--- src/rtl/sha256_msg_schedule.sv ---
// ---------------------------------------------------------------------------
// sha256_msg_schedule
//
// SHA-256 message-schedule generator that sits directly in front of the T1
// round term. The block is loaded as 16 word-serial 32-bit writes, M0 first.
// After that it streams W[0..ROUNDS-1], one word per valid/ready handshake,
// together with the round index. A 16-entry shift window holds the message.
// Each W[t+16] is computed on the fly as the oldest word is shifted out.
//
// Parameters
//   ROUNDS   words emitted per block (16..64)
//
// Ports
//   clk      rising-edge clock
//   rst_n    asynchronous active-low reset
//   start    begin a new block (honoured only while idle)
//   abort    synchronous cancel, wins over start
//   m_valid  message word present
//   m_ready  block is accepting message words
//   m_word   message word, M0 first
//   w_valid  schedule word present
//   w_ready  round stage accepts the schedule word
//   w_word   W[t]
//   w_round  t
//   w_last   marks t == ROUNDS-1
//   busy     block is loading or running
// ---------------------------------------------------------------------------
module sha256_msg_schedule #(
  parameter int ROUNDS = 64
) (
  input  logic        clk,
  input  logic        rst_n,
  input  logic        start,
  input  logic        abort,
  input  logic        m_valid,
  output logic        m_ready,
  input  logic [31:0] m_word,
  output logic        w_valid,
  input  logic        w_ready,
  output logic [31:0] w_word,
  output logic [5:0]  w_round,
  output logic        w_last,
  output logic        busy
);

  localparam logic [5:0] LastRound = 6'(ROUNDS - 1);

  typedef enum logic [1:0] {
    IDLE = 2'd0,
    LOAD = 2'd1,
    RUN  = 2'd2
  } state_e;

  state_e      state_q, state_d;
  logic [3:0]  count_q, count_d;
  logic [5:0]  t_q, t_d;
  logic [31:0] window_q [16];
  logic [31:0] window_d [16];

  function automatic logic [31:0] sigma0(input logic [31:0] x);
    return {x[6:0], x[31:7]} ^ {x[17:0], x[31:18]} ^ {3'b000, x[31:3]};
  endfunction

  function automatic logic [31:0] sigma1(input logic [31:0] x);
    return {x[16:0], x[31:17]} ^ {x[18:0], x[31:19]} ^ {10'b0, x[31:10]};
  endfunction

  // Next-state logic. The window entry leaving at index 0 is W[t]. The
  // entry entering at index 15 is therefore W[t+16], built from
  // W[t+14], W[t+9], W[t+1] and W[t].
  always_comb begin
    state_d  = state_q;
    count_d  = count_q;
    t_d      = t_q;
    window_d = window_q;

    if (abort) begin
      state_d = IDLE;
      count_d = '0;
      t_d     = '0;
    end else begin
      unique case (state_q)
        IDLE: begin
          if (start) begin
            state_d = LOAD;
            count_d = '0;
          end
        end
        LOAD: begin
          if (m_valid) begin
            window_d[count_q] = m_word;
            count_d           = count_q + 4'd1;
            if (count_q == 4'd15) begin
              state_d = RUN;
              t_d     = '0;
            end
          end
        end
        RUN: begin
          if (w_ready) begin
            for (int i = 0; i < 15; i++) begin
              window_d[i] = window_q[i+1];
            end
            window_d[15] = sigma1(window_q[14]) + window_q[9]
                         + sigma0(window_q[1]) + window_q[0];
            t_d = t_q + 6'd1;
            if (t_q == LastRound) begin
              state_d = IDLE;
              t_d     = '0;
            end
          end
        end
        default: begin
          state_d = IDLE;
        end
      endcase
    end
  end

  always_ff @(posedge clk or negedge rst_n) begin
    if (!rst_n) begin
      state_q <= IDLE;
      count_q <= '0;
      t_q     <= '0;
      for (int i = 0; i < 16; i++) begin
        window_q[i] <= '0;
      end
    end else begin
      state_q  <= state_d;
      count_q  <= count_d;
      t_q      <= t_d;
      window_q <= window_d;
    end
  end

  // The outputs depend only on state. Data outputs are forced to zero
  // outside RUN so that idle and reset values read as zero.
  always_comb begin
    m_ready = (state_q == LOAD);
    w_valid = (state_q == RUN);
    busy    = (state_q != IDLE);
    w_word  = w_valid ? window_q[0] : '0;
    w_round = w_valid ? t_q : '0;
    w_last  = w_valid && (t_q == LastRound);
  end

endmodule

--- config.mk ---
export PLATFORM = sky130hd
export DESIGN_NAME = sha256_msg_schedule
export DESIGN_NICKNAME = d
export VERILOG_FILES = /design/src/rtl/sha256_msg_schedule.sv
export SDC_FILE = /design/constraint.sdc
export NUM_CORES = 1
export LEC_CHECK = 0
export CAP_MARGIN = 5
export CELL_PAD_IN_SITES_DETAIL_PLACEMENT = 1
export CELL_PAD_IN_SITES_GLOBAL_PLACEMENT = 1
export CORE_MARGIN = 4
export CORE_UTILIZATION = 46
export CTS_CLUSTER_SIZE = 25
export DETAILED_ROUTE_END_ITERATION = 10
export HOLD_SLACK_MARGIN = 0.08
export PLACE_DENSITY_LB_ADDON = 0.1
export REMOVE_ABC_BUFFERS = 1
export SLEW_MARGIN = 20
export SYNTH_ARGS = -nofsm -noshare
export SYNTH_HDL_FRONTEND = slang
export SYNTH_SLANG_ARGS = --single-unit
--- constraint.sdc ---
create_clock -name clk -period 4.6 [get_ports clk]
set_input_delay 0.46 -clock clk [delete_from_list [all_inputs] [get_ports clk]]
set_output_delay 0.46 -clock clk [all_outputs]
set_load 0.01 [all_outputs]
==> results of run 1 <==
==> power by group through the flow <==
stage	clock, mW	combinational, mW	sequential (mW)
global route	5.23	4.32	5.08
global placement	0	3.84	5.15
finish	4.97	3.94	5.08
floorplan	0	2.48	5.00
CTS	5.04	3.89	5.07
detailed placement	0	3.86	5.15
==> area by class of cell <==
| cell class | instances | area (µm²) | area share |
|---|---|---|---|
| multi-input cells | 2106 | 13200 | 0.422 |
| clock buffers | 80 | 1710 | 0.0544 |
| repair buffers | 152 | 1500 | 0.0477 |
| well taps | 782 | 978 | 0.0312 |
| inverters | 131 | 508 | 0.0162 |
| clock inverters | 28 | 330 | 0.0105 |
| flip-flops and latches | 524 | 13100 | 0.418 |
==> layer usage <==
layer,wire length [µm],share of wire,vias to the layer above,global-route usage
met1,49100,0.44,12921,0.491
met3,6980,0.063,193,0.0466
met2,50800,0.46,898,0.529
met5,0,0,-,0
met4,3500,0.032,0,0.0999
li1,-,-,10492,-
==> sequential cells by signal, summed over array words and instances (netlist names) <==
name	count
count_q	4
state_q	2
t_q	6
window_q	512
==> Yosys cell counts, drive strengths merged, types with 2 or more instances <==
master,instances
nor2,82
a2111oi,2
nand3,9
a31oi,8
a211oi,2
dfrtp,524
nor2b,3
a21oi,77
fa,62
nand2b,7
buf,83
and2,12
xnor2,90
a22oi,484
o21bai,4
ha,36
a21o,10
o2111ai,2
a221oi,4
or2,3
o21ai,529
nor3,12
o21a,7
or3,17
and4,3
o22ai,7
xor2,58
o31ai,5
nand2,530
and3,14
mux2i,2
clkbuf,262
o211ai,8
nand4,4
inv,131
a31o,2
==> final timing paths <==
path                                from       endpoint  slack (ps)  cells after the start
max                         window_q[56]   window_q[28]          70                     13
min                                rst_n  window_q[282]         410                      2
max reg2reg                 window_q[56]   window_q[28]          70                     13
min reg2reg                window_q[178]  window_q[178]         480                      2
max in group asynchronous          rst_n         t_q[4]        3000                      3
min in group clk                   start     state_q[0]         440                      3
==> critical path, delay by kind of cell (launching register included) <==
kind	cells	cell delay (ps)
AND/OR/NAND/NOR	2	540
AO/OA/AOI/OAI	4	1040
XOR/XNOR	3	810
flip-flops	1	470
buffers and inverters	1	50
adder cells (fa/ha/maj)	3	1440
==> what timing repair did <==
item                                    4_1_cts  5_1_grt
hold buffers                                  1        0
endpoints found under the hold margin        58        0
resized for setup                             3        4
pin swaps                                     0        0
endpoints found under the setup margin        3        4
==> logic make-up after synthesis <==
logic type / synth area share
AOI/OAI and AO/OA: 0.257
and+or+nand+nor: 0.101
DFF: 0.467
buffers and inverters: 0.0670
xor gates and xnor gates: 0.0462
adders and majority gates: 0.0603
muxes: 0.000714
==> insert_results.sql, run 1 <==
INSERT INTO impl_metrics (metric_group, metric, value, unit) VALUES
('final_layout', 'layout_cells_sized_above_1', '0.0712', ''),
('global_route', 'grt_first_pass_wirelength', '165', 'mm'),
('die', 'chipWidth', '255', 'µm'),
('final_layout', 'diodes', '0', ''),
('sta', 'setup_violations', '0', ''),
('final_layout', 'stdcell_count', '3803', ''),
('power', 'switching_power', '4.94', 'mW'),
('placed_design', 'place_ws', '-462', 'ps'),
('synth', 'ys.warnings.count', '0', ''),
('critical_path', 'cp_slowest_cell', 'sky130_fd_sc_hd__fa_1', ''),
('critical_path', 'maximum_net_fanout_on_the_critical_path', '7', ''),
('synth', 'synth-async-reset-ratio', '1.00', ''),
('placed_design', 'detailed_place_hpwl', '71.8', 'mm'),
('routing', 'detail_route.iter0.violations', '2617', ''),
('synth', 'yosys.cell_types.count', '58', ''),
('sta', 'worst_slack', '73.0', 'ps'),
('die', 'die_area', '0.0650', 'mm²'),
('critical_path', 'cp-end-kind', 'flip-flop', ''),
('critical_path', 'worst-endpoint-arrival', '5020', 'ps'),
('sta', 'setup_repair_after_global_routing_missed_its_margin', 'false', ''),
('synth', 'synthFlopType', 'sky130_fd_sc_hd__dfrtp_1', ''),
('synth', 'yosys.area.top_type', 'sky130_fd_sc_hd__dfrtp_1', ''),
('routing', 'route.antenna.remaining_nets', '0', ''),
('clock_network', 'clock_tree.buffer_depth', '3', ''),
('critical_path', 'worst-setup-path-type', 'flip-flop to flip-flop', ''),
('synth', 'synth_edf_count', '0', ''),
('clock_network', 'cts_tree', 'built', ''),
('power', 'worst_ir_drop_vdd', '0.000295', 'V'),
('clock_network', 'tritoncts_num_sinks', '524', ''),
('power', 'power.total', '14.0', 'mW'),
('final_layout', 'areaGrowthSynthToFinish', '11.8', '%'),
('critical_path', 'timing.critical_path.slowest_cell_delay', '520', 'ps'),
('critical_path', 'worstSetupStartpointType', 'flip-flop', ''),
('global_route', 'antenna_found_initial', '0', ''),
('synth', 'synth_area', '0.0281', 'mm²'),
('final_layout', 'layout_commonest_cell', 'sky130_fd_sc_hd__nand2_1', ''),
('power', 'seqPwrFrac', '0.363', ''),
('placed_design', 'io_buffer_count', '79', ''),
('critical_path', 'cp_data_required_time', '5090', 'ps'),
('power', 'total_leakage_power', '12.8', 'nW'),
('clock_network', 'cts.repair_timing.setup_buffer_count', '0', ''),
('routing', 'drtPass1Iterations', '6', ''),
('die', 'initial_utilization', '0.465', ''),
('final_layout', 'layout.cells.most_common_list', 'sky130_fd_sc_hd__nand2_1 (530), sky130_fd_sc_hd__dfrtp_1 (522), sky130_fd_sc_hd__a22oi_1 (483)', ''),
('placed_design', 'globalplace.congestion', '0.994', ''),
('final_layout', 'fin_nets', '3110', ''),
('run_status', 'result_of_the_run', 'completed', ''),
('clock_network', 'worst_skew_pair.late_latency', '650', 'ps'),
('routing', 'drt-vias-per-instance', '6.44', ''),
('final_layout', 'design_area', '0.0314', 'mm²'),
('sta', 'final_critical_period', '4530', 'ps'),
('die', 'floorplan.core_area', '0.0604', 'mm²'),
('synth', 'synth.ff_latch_count', '524', ''),
('clock_network', 'cts_made_buffers', '59', ''),
('die', 'placementRows', '90', ''),
('power', 'p_clk_frac', '0.355', ''),
('sta', 'drv_slew', '0', ''),
('global_route', 'grt-ovfl-total', '0', ''),
('sta', 'fin_skew', '30.6', 'ps'),
('global_route', 'grt_use_total', '0.336', ''),
('sta', 'timing.slew.headroom', '0.223', ''),
('clock_network', 'ctsHtreeMaxLevel', '2', ''),
('synth', 'post-synth-top-area-fraction', '0.467', ''),
('power', 'p_sw_frac', '0.353', ''),
('placed_design', 'place_inst', '3694', ''),
('global_route', 'maximum_number_of_pins_on_one_net_before_global_route_repair', '160', ''),
('synth', 'synth.top_cells.by_area', 'sky130_fd_sc_hd__dfrtp_1 (47%), sky130_fd_sc_hd__a22oi_1 (13%), sky130_fd_sc_hd__o21ai_0 (8.1%)', ''),
('critical_path', 'critical_path.cell_chain', 'xor2_1 -> xnor2_1 -> fa_1 -> fa_1 -> inv_1 -> ha_1 -> nand4_1 -> a2111oi_4 -> o2111ai_1 -> nand3_1 -> a31oi_1 -> xor2_1 -> a21oi_1', ''),
('routing', 'drt-total-wl', '110', 'mm'),
('power', 'cell_internal_pwr', '9.05', 'mW'),
('sta', 'report.final.hold_viol_count', '0', '');
Note: power is estimated with default switching activity, not from simulation.
==> run 2, diff against run 1 <==
- CAP_MARGIN: 5 -> 15
- CTS_BUF_LIST: unset -> sky130_fd_sc_hd__clkbuf_4
==> run 2 against run 1 <==
Effect of this change:
- flip-flop and latch count is the same
- worst hold slack lost 240 ps
- via count grew 2.1%
- critical endpoint unchanged
- clock power fell by 10%
- highest routed layer is now met5
- count of clock-buffer cells in the layout is 138 higher
- setup slack better by 20 ps
==> insert_results.sql, run 2 (same netlist as run 1, synthesis figures left out) <==
INSERT INTO impl_metrics (metric_group, metric, value, unit) VALUES
('final_layout', 'layout.cells.most_common_list', 'sky130_fd_sc_hd__nand2_1 (530), sky130_fd_sc_hd__dfrtp_1 (521), sky130_fd_sc_hd__a22oi_1 (483)', ''),
('critical_path', 'cpMostUsedCell', 'sky130_fd_sc_hd__fa_1', ''),
('final_layout', 'multiInputGateArea', '0.0132', 'mm²'),
('critical_path', 'cp_data_required_time', '5460', 'ps'),
('sta', 'worst_slack', '93.0', 'ps'),
('sta', 'report.final.hold_viol_count', '0', ''),
('clock_network', 'worst_skew_pair.late_latency', '1050', 'ps'),
('global_route', 'antenna_found_initial', '4', ''),
('die', 'die_area', '0.0650', 'mm²'),
('critical_path', 'worst-endpoint-arrival', '5370', 'ps'),
('placed_design', 'detailed_place_hpwl', '71.8', 'mm'),
('final_layout', 'largest_reg_by_ff_count', 'window_q', ''),
('sta', 'final_min_period_over_clock_period', '0.980', ''),
('sta', 'tightest_slew', '1130', 'ps'),
('critical_path', 'path_buf_inv', '1', ''),
('die', 'io_pins', '80', ''),
('placed_design', 'place_inst', '3694', ''),
('final_layout', 'fillerInstances', '6914', ''),
('clock_network', 'cts_made_buffers', '146', ''),
('power', 'worst_ir_drop_vdd', '0.000230', 'V'),
('sta', 'finalHoldWorstSlack', '167', 'ps'),
('sta', 'setup_violations', '0', ''),
('die', 'chipWidth', '255', 'µm'),
('power', 'power.density_cell_area', '432', 'mW/mm²'),
('routing', 'drc', '0', ''),
('sta', 'fin_skew', '80.8', 'ps'),
('routing', 'route.antenna.remaining_nets', '0', ''),
('final_layout', 'layout_cells_sized_above_1', '0.109', ''),
('global_route', 'grt_first_pass_wirelength', '166', 'mm'),
('final_layout', 'areaGrowthSynthToFinish', '11.3', '%'),
('clock_network', 'cts_tree', 'built', ''),
('final_layout', 'fin_nets', '3200', ''),
('routing', 'drt-total-wl', '111', 'mm'),
('clock_network', 'tritoncts_num_sinks', '524', ''),
('sta', 'clock.fmax', '222', 'MHz'),
('sta', 'timing.slew.headroom', '0.244', ''),
('die', 'placementRows', '90', ''),
('final_layout', 'reg_top3', 'window_q: 512 flops, t_q: 6 flops, count_q: 4 flops', ''),
('global_route', 'grt_pass1_vias', '25855', ''),
('sta', 'drv_slew', '0', ''),
('worst_hold_path', 'min_path_type', 'input pin to flip-flop', ''),
('global_route', 'grt-ovfl-total', '0', ''),
('die', 'chipHeight', '255', 'µm'),
('sta', 'final.setup.tns', '0', 'ps'),
('clock_network', 'cts.repair_timing.setup_buffer_count', '0', ''),
('critical_path', 'worstSetupStartpointType', 'flip-flop', ''),
('final_layout', 'largest_reg_flops', '512', ''),
('routing', 'drtPass1Iterations', '6', ''),
('clock_network', 'cts.reportedPaths.clkPinSlew', '70', 'ps'),
('power', 'total_leakage_power', '12.9', 'nW'),
('final_layout', 'layout_commonest_cell', 'sky130_fd_sc_hd__nand2_1', ''),
('final_layout', 'final_core_util', '0.518', ''),
('placed_design', 'globalplace.congestion', '0.994', ''),
('routing', 'detail_route.iter0.violations', '2494', ''),
('routing', 'post_drt_wl_per_cell', '28.2', 'µm'),
('critical_path', 'critical_path.cell_chain', 'xor2_2 -> xnor2_1 -> fa_1 -> fa_1 -> inv_1 -> ha_1 -> nand4_1 -> a2111oi_4 -> o2111ai_1 -> nand3_1 -> a31oi_1 -> xor2_1 -> a21oi_1', ''),
('critical_path', 'cp_slowest_cell', 'sky130_fd_sc_hd__dfrtp_1', ''),
('global_route', 'maximum_number_of_pins_on_one_net_before_global_route_repair', '160', ''),
('global_route', 'grt_use_total', '0.340', ''),
('critical_path', 'worst-setup-path-type', 'flip-flop to flip-flop', ''),
('run_status', 'result_of_the_run', 'completed', ''),
('routing', 'drt-vias-per-instance', '6.34', ''),
('critical_path', 'cp-end-kind', 'flip-flop', ''),
('die', 'initial_utilization', '0.465', ''),
('critical_path', 'timing.critical_path.slowest_cell_delay', '600', 'ps'),
('run', 'drv.max_cap_violation_count', '0', ''),
('die', 'floorplan.core_area', '0.0604', 'mm²'),
('clock_network', 'clock_tree.buffer_depth', '3', ''),
('clock_network', 'ctsHtreeMaxLevel', '4', ''),
('clock_network', 'clock_tree.root_cell', 'sky130_fd_sc_hd__clkbuf_4', ''),
('placed_design', 'place_ws', '-462', 'ps'),
('final_layout', 'sequential_cell_area', '0.0131', 'mm²'),
('routing', 'number_of_vias_after_detailed_routing', '25021', ''),
('sta', 'final_critical_period', '4510', 'ps'),
('critical_path', 'maximum_net_fanout_on_the_critical_path', '7', ''),
('critical_path', 'timing.critical_path.max_delay_family', 'adder cells', ''),
('final_layout', 'stdcell_count', '3949', ''),
('placed_design', 'io_buffer_count', '79', '');
## run 2: cell count changes in the layout (fill, tap and decap cells not counted), moves of 2 or more
cell	change
sky130_fd_sc_hd__diode_2	+5
sky130_fd_sc_hd__bufinv_16	-2
sky130_fd_sc_hd__clkbuf_16	-59
sky130_fd_sc_hd__clkbuf_1	-6
sky130_fd_sc_hd__clkinv_2	-12
sky130_fd_sc_hd__dlygate4sd3_1	+2
sky130_fd_sc_hd__inv_2	+3
sky130_fd_sc_hd__clkinv_1	+15
sky130_fd_sc_hd__clkbuf_8	-15
sky130_fd_sc_hd__clkbuf_4	+218
## run 2: layer usage
layer  wire length, µm  GRT usage
met1             49300      0.491
met3              7830     0.0616
met4              3720      0.123
met2             50500      0.521
met5                11          0
## run 2: timing repair
action	in CTS	in global routing
hold buffers	4	0
hold endpoints to repair	507	0
gates resized for setup	3	5
pin swaps	0	2
setup endpoints to repair	3	3
## run 2: report_power, final
part	total, mW	switching [mW]	internal (mW)
combinational	3.95	2.55	1.40
sequential	5.08	0.302	4.77
clock	4.46	2.14	2.32
## run 2: stage by stage
step           power, mW  instance area (µm²)
2_1_floorplan       7.48                26700
3_3_place_gp        8.99                29300
3_5_place_dp        9.01                29300
4_1_cts             13.5                31200
5_1_grt             14.2                31200
6_report            13.5                31200
## run 2: final timing paths
| kind | cells past startpoint | from | slack [ps] | endpoint |
|---|---|---|---|---|
| worst max register to register | 13 | window_q[55] | 90 | window_q[28] |
| worst min register to register | 2 | window_q[115] | 480 | window_q[115] |
| worst max-delay path | 13 | window_q[55] | 90 | window_q[28] |
| worst min-delay path | 3 | m_valid | 170 | state_q[1] |
| max in group asynchronous | 4 | rst_n | 3120 | window_q[12] |
| min in group asynchronous | 4 | rst_n | 700 | window_q[50] |
## run 2: worst register-to-register path: stages (launching register included)
cell                        delay, ps
sky130_fd_sc_hd__dfrtp_1          600
sky130_fd_sc_hd__xor2_2           350
sky130_fd_sc_hd__xnor2_1          180
sky130_fd_sc_hd__fa_1             460
sky130_fd_sc_hd__fa_1             490
sky130_fd_sc_hd__inv_1             40
sky130_fd_sc_hd__ha_1             420
sky130_fd_sc_hd__nand4_1          250
sky130_fd_sc_hd__a2111oi_4        490
sky130_fd_sc_hd__o2111ai_1        310
sky130_fd_sc_hd__nand3_1          300
sky130_fd_sc_hd__a31oi_1          180
sky130_fd_sc_hd__xor2_1           190
sky130_fd_sc_hd__a21oi_1           80
## run 2: cell type report
class,count,share of cell area
multi-input combinational,2106,0.423
sequential,524,0.420
clock buffer,218,0.0524
timing repair buffer,155,0.0494
tap,782,0.0313
inverter,131,0.0163
clock inverter,28,0.00681
antenna,5,0.000401
